`src/rtl/pdm_pkg.sv`:
```
// Shared types and default constants for the PDM microphone capture path.
package pdm_pkg;

  typedef enum logic [1:0] {
    ST_IDLE   = 2'd0,
    ST_WARMUP = 2'd1,
    ST_SETTLE = 2'd2,
    ST_RUN    = 2'd3
  } pdm_state_e;

  localparam int unsigned WARMUP_CYCLES_DEF = 1024;
  localparam int unsigned DISCARD_DEF       = 4;
  localparam int unsigned FIFO_DEPTH_DEF    = 4;
  localparam int unsigned PCM_W             = 16;

  // Bits needed to count 0..v-1, never less than one.
  function automatic int unsigned clog2_min1(input int unsigned v);
    return (v < 2) ? 1 : $clog2(v);
  endfunction

endpackage

```
`src/rtl/pdm_sample_fifo.sv`:
```
// Synchronous first-word-fall-through FIFO for PCM words; a push into a full
// FIFO is rejected unless a pop frees a slot in the same cycle.
module pdm_sample_fifo
  import pdm_pkg::*;
#(
  parameter int unsigned DEPTH = FIFO_DEPTH_DEF,
  parameter int unsigned W     = PCM_W,
  parameter int unsigned LVL_W = 3
) (
  input  logic             clk,
  input  logic             rst,
  input  logic             push,
  input  logic [W-1:0]     push_data,
  input  logic             pop,
  output logic [W-1:0]     rd_data,
  output logic [LVL_W-1:0] level,
  output logic             empty,
  output logic             full_c,
  output logic             drop_c
);

  localparam int unsigned AW = $clog2(DEPTH);

  logic [W-1:0]     mem [DEPTH];
  logic [AW-1:0]    wr_ptr;
  logic [AW-1:0]    rd_ptr;
  logic [AW-1:0]    rd_ptr_n;
  logic [LVL_W-1:0] level_n;
  logic             do_push;
  logic             do_pop;

  assign full_c   = (level == LVL_W'(DEPTH));
  assign do_pop   = pop & ~empty;
  assign do_push  = push & (~full_c | do_pop);
  assign drop_c   = push & ~do_push;
  assign rd_ptr_n = rd_ptr + AW'(do_pop);
  assign level_n  = level + LVL_W'(do_push) - LVL_W'(do_pop);

  always_ff @(posedge clk) begin
    if (do_push) mem[wr_ptr] <= push_data;
  end

  // rd_data is registered with the post-update head so it is valid the cycle
  // after a push into an empty FIFO and holds its value once drained.
  always_ff @(posedge clk or posedge rst) begin
    if (rst) begin
      wr_ptr  <= '0;
      rd_ptr  <= '0;
      level   <= '0;
      empty   <= 1'b1;
      rd_data <= '0;
    end else begin
      if (do_push) wr_ptr <= wr_ptr + AW'(1);
      rd_ptr <= rd_ptr_n;
      level  <= level_n;
      empty  <= (level_n == '0);
      if (level_n != '0) begin
        rd_data <= (do_push && (rd_ptr_n == wr_ptr)) ? push_data : mem[rd_ptr_n];
      end
    end
  end

endmodule

```
`src/rtl/pdm_capture_ctrl.sv`:
```
// Sequences the CIC3 PDM decimator: PDM clock generation, microphone warm-up,
// filter settling discard, PCM buffering and status/interrupt generation.
module pdm_capture_ctrl
  import pdm_pkg::*;
#(
  parameter int unsigned DIV_W         = 8,
  parameter int unsigned WARMUP_CYCLES = WARMUP_CYCLES_DEF,
  parameter int unsigned DISCARD       = DISCARD_DEF,
  parameter int unsigned FIFO_DEPTH    = FIFO_DEPTH_DEF,
  parameter int unsigned LVL_W         = 3
) (
  input  logic             clk,
  input  logic             rst,
  input  logic             enable,
  input  logic [DIV_W-1:0] clk_div,
  output logic             pdm_clk,
  output logic             pdm_sample_en,
  output logic             cic_rst,
  input  logic [PCM_W-1:0] pcm_in,
  input  logic             pcm_valid_in,
  input  logic             rd_en,
  output logic [PCM_W-1:0] rd_data,
  output logic [LVL_W-1:0] fifo_level,
  output logic             fifo_empty,
  output logic             overflow,
  input  logic             ovf_clear,
  input  logic [LVL_W-1:0] irq_thresh,
  output logic             irq,
  output logic [1:0]       state
);

  localparam int unsigned WARM_W    = clog2_min1(WARMUP_CYCLES);
  localparam int unsigned DISC_W    = clog2_min1(DISCARD);
  localparam int unsigned WARM_LAST = WARMUP_CYCLES - 1;
  localparam int unsigned DISC_LAST = (DISCARD == 0) ? 0 : DISCARD - 1;

  pdm_state_e       st;
  logic [DIV_W-1:0] div_q;
  logic [DIV_W-1:0] div_cnt;
  logic [WARM_W-1:0] warm_cnt;
  logic [DISC_W-1:0] disc_cnt;
  logic             tc_c;
  logic             push_c;
  logic             fifo_full_c;
  logic             fifo_drop_c;

  assign tc_c   = (div_cnt == div_q);
  assign push_c = (st == ST_RUN) & pcm_valid_in;

  // Divider and sequencing FSM; the divider only runs outside IDLE.
  always_ff @(posedge clk or posedge rst) begin
    if (rst) begin
      st            <= ST_IDLE;
      div_q         <= '0;
      div_cnt       <= '0;
      pdm_clk       <= 1'b0;
      pdm_sample_en <= 1'b0;
      cic_rst       <= 1'b1;
      warm_cnt      <= '0;
      disc_cnt      <= '0;
    end else if (!enable) begin
      st            <= ST_IDLE;
      div_cnt       <= '0;
      pdm_clk       <= 1'b0;
      pdm_sample_en <= 1'b0;
      cic_rst       <= 1'b1;
      warm_cnt      <= '0;
      disc_cnt      <= '0;
    end else begin
      pdm_sample_en <= 1'b0;
      if (st == ST_IDLE) begin
        st      <= ST_WARMUP;
        div_q   <= clk_div;
        div_cnt <= '0;
      end else begin
        if (tc_c) begin
          div_cnt       <= '0;
          pdm_clk       <= ~pdm_clk;
          pdm_sample_en <= ~pdm_clk;
        end else begin
          div_cnt <= div_cnt + DIV_W'(1);
        end

        case (st)
          ST_WARMUP: begin
            if (pdm_sample_en) begin
              if (warm_cnt == WARM_W'(WARM_LAST)) begin
                st      <= ST_SETTLE;
                cic_rst <= 1'b0;
              end else begin
                warm_cnt <= warm_cnt + WARM_W'(1);
              end
            end
          end
          // Leave on the edge of the last discarded strobe so a word arriving
          // the very next cycle is already captured.
          ST_SETTLE: begin
            if (DISCARD == 0) begin
              st <= ST_RUN;
            end else if (pcm_valid_in) begin
              if (disc_cnt == DISC_W'(DISC_LAST)) st <= ST_RUN;
              else disc_cnt <= disc_cnt + DISC_W'(1);
            end
          end
          default: ;
        endcase
      end
    end
  end

  pdm_sample_fifo #(
    .DEPTH (FIFO_DEPTH),
    .W     (PCM_W),
    .LVL_W (LVL_W)
  ) u_fifo (
    .clk       (clk),
    .rst       (rst),
    .push      (push_c),
    .push_data (pcm_in),
    .pop       (rd_en),
    .rd_data   (rd_data),
    .level     (fifo_level),
    .empty     (fifo_empty),
    .full_c    (fifo_full_c),
    .drop_c    (fifo_drop_c)
  );

  // A drop wins over a same-cycle clear.
  always_ff @(posedge clk or posedge rst) begin
    if (rst)              overflow <= 1'b0;
    else if (fifo_drop_c) overflow <= 1'b1;
    else if (ovf_clear)   overflow <= 1'b0;
  end

  drop_implies_full: assert property (@(posedge clk) disable iff (rst) fifo_drop_c |-> fifo_full_c);

  assign irq   = overflow | ((irq_thresh != '0) & (fifo_level >= irq_thresh));
  assign state = st;

endmodule

```
`config.mk`:
```
export PLATFORM = sky130hd
export DESIGN_NAME = pdm_capture_ctrl
export DESIGN_NICKNAME = d
export VERILOG_FILES = /design/src/rtl/pdm_pkg.sv /design/src/rtl/pdm_sample_fifo.sv /design/src/rtl/pdm_capture_ctrl.sv
export SDC_FILE = /design/constraint.sdc
export NUM_CORES = 1
export LEC_CHECK = 0
export ABC_AREA = 0
export CAP_MARGIN = 10
export CORE_AREA = 10 10 134 136
export CTS_CLUSTER_DIAMETER = 200
export DETAILED_ROUTE_END_ITERATION = 8
export DIE_AREA = 0 0 144 146
export HOLD_SLACK_MARGIN = 0.05
export PLACE_DENSITY = 0.59
export SLEW_MARGIN = 10
export SYNTH_ARGS = -nofsm -noshare
export SYNTH_HDL_FRONTEND = slang
export SYNTH_SLANG_ARGS = --single-unit
```
`constraint.sdc`:
```
create_clock -name clk -period 4 [get_ports clk]
set_input_delay 0.8 -clock clk [delete_from_list [all_inputs] [get_ports clk]]
set_output_delay 0.8 -clock clk [all_outputs]
set_load 0.02 [all_outputs]
```
==> impl_summary.txt, run 1 <==
----------------------------------------------------
[Clock tree]
  CTS tree ... built
  Number of clock sinks ... 122
  Maximum level of the CTS H-tree ... 4
  Clock tree root buffer cell ... clkbuf_16
  Reg clk slew, reported paths ... 50 ps
  Post-CTS repair timing setup buffer count ... 0
  Number of cells upsized or downsized after cts ... 0
  Number of buffers inserted during clock tree synthesis ... 17
  Maximum buffer depth of the clock tree ... 2
  Number of buffers inserted by hold repair at cts ... 0
  Insertion delay of the later-clocked pin in the worst-skew pair ... 430 ps

[Worst setup path]
  Slowest Stage Delay on Critical Path ... 550 ps
  Worst Path Class, Setup ... in2out
  Slowest stage cell, crit path ... clkdlybuf4s50_1
  R2R setup slack ... 880 ps
  Start of the worst register-to-register path ... u_fifo.empty
  Required time reported for the critical path endpoint ... 3200 ps
  Type of origin of the critical path ... input pin
  Kind of capture point of the worst setup path ... output port
  Cell family with most CP delay ... buffers and inverters
  Crit-path max FO ... 2
  Reg2reg end ... u_fifo.rd_data[0]
  Number of cell instances on the worst register-to-register path ... 11
  Critical path's most frequent cell ... clkdlybuf4s50_1
  Crit-path cells ... clkdlybuf4s50_1 -> ha_1 -> nand2b_1 -> a21o_1 -> a21oi_1 -> o21ai_0 -> clkdlybuf4s50_1
  Arrival time reported for the critical path endpoint ... 2600 ps
  Number of buffer and inverter instances along the worst setup path ... 2

[Final layout]
  Fill cell count ... 1382
  Area used by multi-input combinational logic ... 0.00171 sq mm
  Final instance area ... 0.00674 sq mm
  Antenna diodes ... 0
  Post-layout nets ... 480
  Proportion of layout cells with a drive suffix above 1 ... 17.0%
  Area Growth Syn to Fin ... 28.1%
  Sequential cell area ... 0.00338 sq mm

[Floorplanning]
  Die span in y ... 146 microns
  Die W ... 144 microns
  Core Rows ... 46
  Area inside the core boundary ... 0.0155 sq mm
  Die ar. ... 0.0210 sq mm
  IO Pins ... 60
  Effective utilization at floorplan ... 34.0%

[Timing]
  Worst-Margin Slew ... 662 ps
  Aggregate negative setup slack ... 0 ps
  Min cycle time layout ... 3400 ps
  Max-slew violation count ... 0
  Tcrit/Tclk final ... 85.0%
  # setup viols final ... 0
  Worst slew margin relative to its limit ... 55.9%
  Max Fclk ... 0.294 GHz
  RSZ-0062 raised after global routing ... no
  Worst Skew ... 20.2 ps
  Final number of hold-violating endpoints ... 0

[Worst hold path]
  Worst Hold Endpoint ... cic_rst
  Worst hold path startpoint ... cic_rst
  Number of cells on the worst hold path ... 2
  Hold Path Class ... reg2reg

[Logic synthesis]
  Share of flip-flops with an asynchronous set or reset after synthesis ... 47.5%
  Number of synthesized flops with an enable pin ... 64
  Synthesized net count ... 400
  FF+latch count, synth ... 122
  Most used flip-flop cell after synthesis ... edfxtp_1
  Most used standard cell by instance count after synthesis ... edfxtp_1
  Library cells used by synthesis ... 45
  Avg Synthesized Cell Area ... 15.1 sq um
  Cell taking the most area after synthesis ... edfxtp_1
  Mapped Area ... 0.00526 sq mm
  Main area contributors after synthesis ... edfxtp_1 (37%), dfrtp_1 (27%), mux4_2 (6.8%), ha_1 (4.3%), a222oi_1 (2.9%)
  Mapped Cells ... 348
  Synth top area share ... 36.5%
  Leading cell types by count after synthesis ... edfxtp_1 (64), dfrtp_1 (56), inv_1 (31)
  Share of the yosys chip area belonging to registers ... 64.2%
  Warnings, synthesis ... 0

[Global route]
  Via count of the first global-routing pass ... 3344
  Gr ovfl total ... 0
  Global routing usage summed across all routing layers ... 11.3%
  Antenna violations before repair ... 0
  Pin count of the biggest net entering global routing ... 40
  Wire length of the first global-routing pass ... 18200 microns

[Place]
  Buffers on Ports ... 59
  Placed standard-cell area ... 0.00613 sq mm
  Last weighted congestion value of the routability-driven placer ... 0.758
  Dpl hpwl ... 7420 microns

[Power]
  Total power density per cell area ... 729 mW/mm^2
  Worst-case vdd ir drop ... 433 uV
  Leakage component of the power ... 2.66 nW

[Outcome]
  Outcome ... completed

[Route]
  Via-to-Cell Ratio ... 4.81
  Post-Route WL ... 11100 microns
  Number of remaining DRC errors ... 0
  First-pass iteration count of the detailed router ... 5
  1st-iter DRT viols ... 181
  Detailed-route via count ... 3043
  Final antenna-violating net count ... 0
  Wire length per cell after detailed routing ... 17.5 microns

[Run]
  Number of max-cap violations ... 0

----------------------------------------------------
cell usage in the layout (no fill, tap or decap), types with 2 or more instances in the layout:
cell type	instances
nor2_1	11
dfrtp_1	56
mux4_2	16
nand2_1	13
dfstp_2	2
nand3_1	9
xnor2_1	13
clkinvlp_4	2
clkinv_2	2
mux2_2	8
clkdlybuf4s50_1	59
mux2i_1	4
ha_1	18
o22ai_1	2
a21oi_1	4
or3_1	2
nor2b_1	5
nand2b_1	3
and3_1	6
buf_4	12
nor3_1	2
a222oi_1	15
clkinv_4	2
and2_1	10
edfxtp_1	64
clkbuf_16	17
o21ai_0	8
xor2_1	12
a21boi_1	2
inv_1	30
bufinv_16	3
inv_6	5
nand4_1	5
flip-flops by register name, summed over array words and instances (netlist names), 2 cells and up:
signal / flops
state: 2
div_cnt: 8
u_fifo.mem: 64
u_fifo.rd_data: 16
warm_cnt: 10
div_q: 8
u_fifo.rd_ptr: 2
disc_cnt: 2
u_fifo.level: 3
u_fifo.wr_ptr: 2
tightest hold or removal path: stages, from the launching register on:
cell and delay, ps:
dfstp_2 370, o31ai_1 60, nand2_1 50
kinds of logic after synthesis:
| kind of cell | synth area share [%] |
|---|---|
| flip-flops | 64.2 |
| AND/OR/NAND/NOR | 7.87 |
| buffers and inverters | 3.28 |
| AO/OA/AOI/OAI | 5.66 |
| multiplexers | 9.32 |
| XOR/XNOR | 5.04 |
| adder cells (fa/ha/maj) | 4.66 |
report_power, final:
group	switching (mW)	total [mW]	internal, mW	leakage, nW
clock network	0.589	1.58	0.991	0.297
registers	0.161	1.68	1.52	1.30
logic	0.802	1.65	0.844	1.06
total	1.55	4.91	3.36	2.66
metal layers:
metal	track usage, %	vias up	share of wire, %
met5	0	-	0
met4	4.75	0	1.5
met3	4.28	12	6.7
met2	17.0	70	48
met1	14.0	1502	44
li1	-	1459	-
worst max-delay path by stage:
stage / start / to / slack (ps) / cells after the start
after floorplan: rd_en / u_fifo.rd_data[10] / 720 / 13
after global placement: rd_en / u_fifo.rd_data[2] / 290 / 14
after detailed placement: rd_en / u_fifo.rd_data[0] / 210 / 12
after CTS: irq_thresh[0] / irq / 580 / 7
after global routing: rd_en / u_fifo.rd_data[4] / 460 / 12
final: irq_thresh[0] / irq / 600 / 7
per-stage QoR:
| step | util, % | setup slack [ps] | hold slack [ps] | instances | power [mW] |
|---|---|---|---|---|---|
| floorplan | - | 720 | 472 | 348 | 2.78 |
| global placement | 39.6 | 294 | 457 | 601 | 3.35 |
| detailed placement | 39.6 | 211 | 468 | 601 | 3.39 |
| CTS | 43.5 | 583 | 476 | 633 | 5.00 |
| global route | 43.5 | 465 | 507 | 633 | 5.22 |
| finish | 43.5 | 598 | 475 | 633 | 4.91 |
area by class of cell:
class                   count  share of cell area (%)
clock buffers              17                    6.31
inverters                  31                    1.73
flip-flops and latches    122                    50.1
multi-input cells         185                    25.4
clock inverters            15                    2.78
repair buffers             71                    10.1
well taps                 192                    3.56
No activity file was read; power rests on OpenSTA's default activity.
==> inputs of run 2 (changes only) <==
--- a/config.mk
+++ b/config.mk
@@ -7,12 +7,14 @@
 export LEC_CHECK = 0
 export ABC_AREA = 0
 export CAP_MARGIN = 10
-export CORE_AREA = 10 10 134 136
+export CORE_AREA = 10 10 126 128
 export CTS_CLUSTER_DIAMETER = 200
 export DETAILED_ROUTE_END_ITERATION = 8
-export DIE_AREA = 0 0 144 146
+export DIE_AREA = 0 0 136 138
+export DONT_BUFFER_PORTS = 1
+export GPL_TIMING_DRIVEN = 0
 export HOLD_SLACK_MARGIN = 0.05
-export PLACE_DENSITY = 0.59
+export PLACE_DENSITY = 0.6
 export SLEW_MARGIN = 10
 export SYNTH_ARGS = -nofsm -noshare
 export SYNTH_HDL_FRONTEND = slang
==> impl_summary.txt, run 2 (synthesis gave the netlist of run 1 again) <==
----------------------------------------------------
[Clock tree]
  Number of buffers inserted during clock tree synthesis ... 17
  CTS tree ... built
  Reg clk slew, reported paths ... 60 ps
  Maximum buffer depth of the clock tree ... 2
  Number of clock sinks ... 122
  Maximum level of the CTS H-tree ... 4
  Insertion delay of the later-clocked pin in the worst-skew pair ... 420 ps
  Clock tree root buffer cell ... clkbuf_16
  Number of buffers inserted by hold repair at cts ... 0

[Floorplanning]
  Die W ... 136 microns
  Core Rows ... 43
  Die ar. ... 0.0188 sq mm
  Area inside the core boundary ... 0.0135 sq mm
  Effective utilization at floorplan ... 39.0%
  IO Pins ... 60
  Die span in y ... 138 microns

[Route]
  Post-Route WL ... 10600 microns
  Wire length per cell after detailed routing ... 18.9 microns
  1st-iter DRT viols ... 312
  First-pass iteration count of the detailed router ... 6
  Detailed-route via count ... 2874
  Final antenna-violating net count ... 0
  Number of remaining DRC errors ... 0
  Via-to-Cell Ratio ... 5.11

[Run]
  Number of max-cap violations ... 0

[Final layout]
  Post-layout nets ... 421
  Antenna diodes ... 0
  Most common library cell in the layout ignoring fill and taps ... edfxtp_1
  Post-Route Utilization ... 45.1%
  Final non-filler cell total ... 562
  Commonest cells after routing, fill and taps aside ... edfxtp_1 (64), dfrtp_1 (56), inv_1 (30), ha_1 (18), clkbuf_16 (17)
  Number of flip-flops in the largest register ... 64
  Registers with the highest flip-flop counts ... u_fifo.mem x64, u_fifo.rd_data x16, warm_cnt x10
  Final instance area ... 0.00609 sq mm
  Proportion of layout cells with a drive suffix above 1 ... 18.3%
  Largest Register ... u_fifo.mem
  Area Growth Syn to Fin ... 15.7%

[Timing]
  Min Hold Slack ... 393 ps
  Final number of hold-violating endpoints ... 0
  Min cycle time layout ... 3710 ps
  Worst Skew ... 7.40 ps
  Tcrit/Tclk final ... 92.8%
  Max Fclk ... 0.269 GHz
  Fin worst setup slack ... 288 ps
  Worst-Margin Slew ... 976 ps
  # setup viols final ... 0
  Worst slew margin relative to its limit ... 34.7%
  Aggregate negative setup slack ... 0 ps
  Max-slew violation count ... 0
  RSZ-0062 raised after global routing ... no

[Worst setup path]
  Type of origin of the critical path ... flop
  Worst Path Class, Setup ... reg2reg
  Arrival time reported for the critical path endpoint ... 4060 ps
  Kind of capture point of the worst setup path ... flop
  Crit-path max FO ... 10
  Required time reported for the critical path endpoint ... 4350 ps
  R2R setup slack ... 290 ps

[Power]
  Total power density per cell area ... 744 mW/mm^2
  Leakage component of the power ... 2.39 nW
  Tot Pwr ... 4.53 mW
  Worst-case vdd ir drop ... 431 uV

[Global route]
  Antenna violations before repair ... 0
  Wire length of the first global-routing pass ... 17300 microns
  Gr ovfl total ... 0
  Global routing usage summed across all routing layers ... 12.2%
  Via count of the first global-routing pass ... 3066
  Pin count of the biggest net entering global routing ... 59

[Place]
  Dpl hpwl ... 6890 microns
  Placed standard-cell area ... 0.00549 sq mm
  Buffers on Ports ... 0
  Last weighted congestion value of the routability-driven placer ... 0.718
  Worst slack, placed ... 112 ps
  Placed cell count ... 528

[Worst hold path]
  Hold Path Class ... in2async

[Outcome]
  Outcome ... completed

----------------------------------------------------
==> run 2: cell count changes in the layout (fill, tap and decap cells not counted), moves of 2 or more <==
cell,previous run,this run
bufinv_16,3,1
clkdlybuf4s50_1,59,0
buf_4,12,2
buf_6,0,2
buf_2,0,3
clkbuf_1,0,5
==> run 2: final cells by class <==
class,instances,area (sq um)
multi-input cells,185,1720
well taps,180,225
repair buffers,2,15.0
clock inverters,14,135
inverters,31,119
fillers,1244,7410
plain buffers,10,56.3
flip-flops and latches,122,3380
clock buffers,18,439
==> run 2: timing repair <==
item,in CTS,in global routing
endpoints found under the setup margin,0,8
gates resized for setup,0,1
buffers inserted,0,2
==> run 2: where the power goes <==
part	switching (mW)	internal, mW	leakage, nW	total, mW
clock network	0.594	0.883	0.276	1.48
logic	0.612	0.611	0.814	1.22
registers	0.309	1.52	1.30	1.83
total	1.51	3.02	2.39	4.53
==> run 2: routing by layer <==
| metal | GRT usage [%] | vias to the layer above | wire (microns) |
|---|---|---|---|
| met5 | 0 | - | 0 |
| met4 | 3.37 | 0 | 72 |
| met3 | 7.21 | 6 | 1010 |
| met2 | 18.7 | 65 | 5260 |
| met1 | 14.0 | 1467 | 4270 |
| li1 | - | 1336 | - |
==> run 2: path summary, 6_finish.rpt <==
kind                            cells after the start            endpoint        startpoint
worst max-delay path                               12   u_fifo.rd_data[6]      u_fifo.empty
worst min-delay path                                1            state[1]               rst
worst max register to register                     12   u_fifo.rd_data[6]      u_fifo.empty
worst min register to register                      1    u_fifo.rd_ptr[0]  u_fifo.rd_ptr[0]
max in group asynchronous                           1  u_fifo.rd_data[14]               rst
min in group clk                                    0    u_fifo.mem[2][1]         pcm_in[1]
==> run 2: worst max-delay path, cell delays in order (launching register included) <==
cell and delay [ps]:
dfstp_2 610, nand2b_1 220, inv_1 90, ha_1 270, inv_1 40, ha_1 180, fa_1 370, xnor3_1 450
nor3_4 90, a21oi_1 510, clkbuf_1 520, a222oi_1 190, inv_1 90
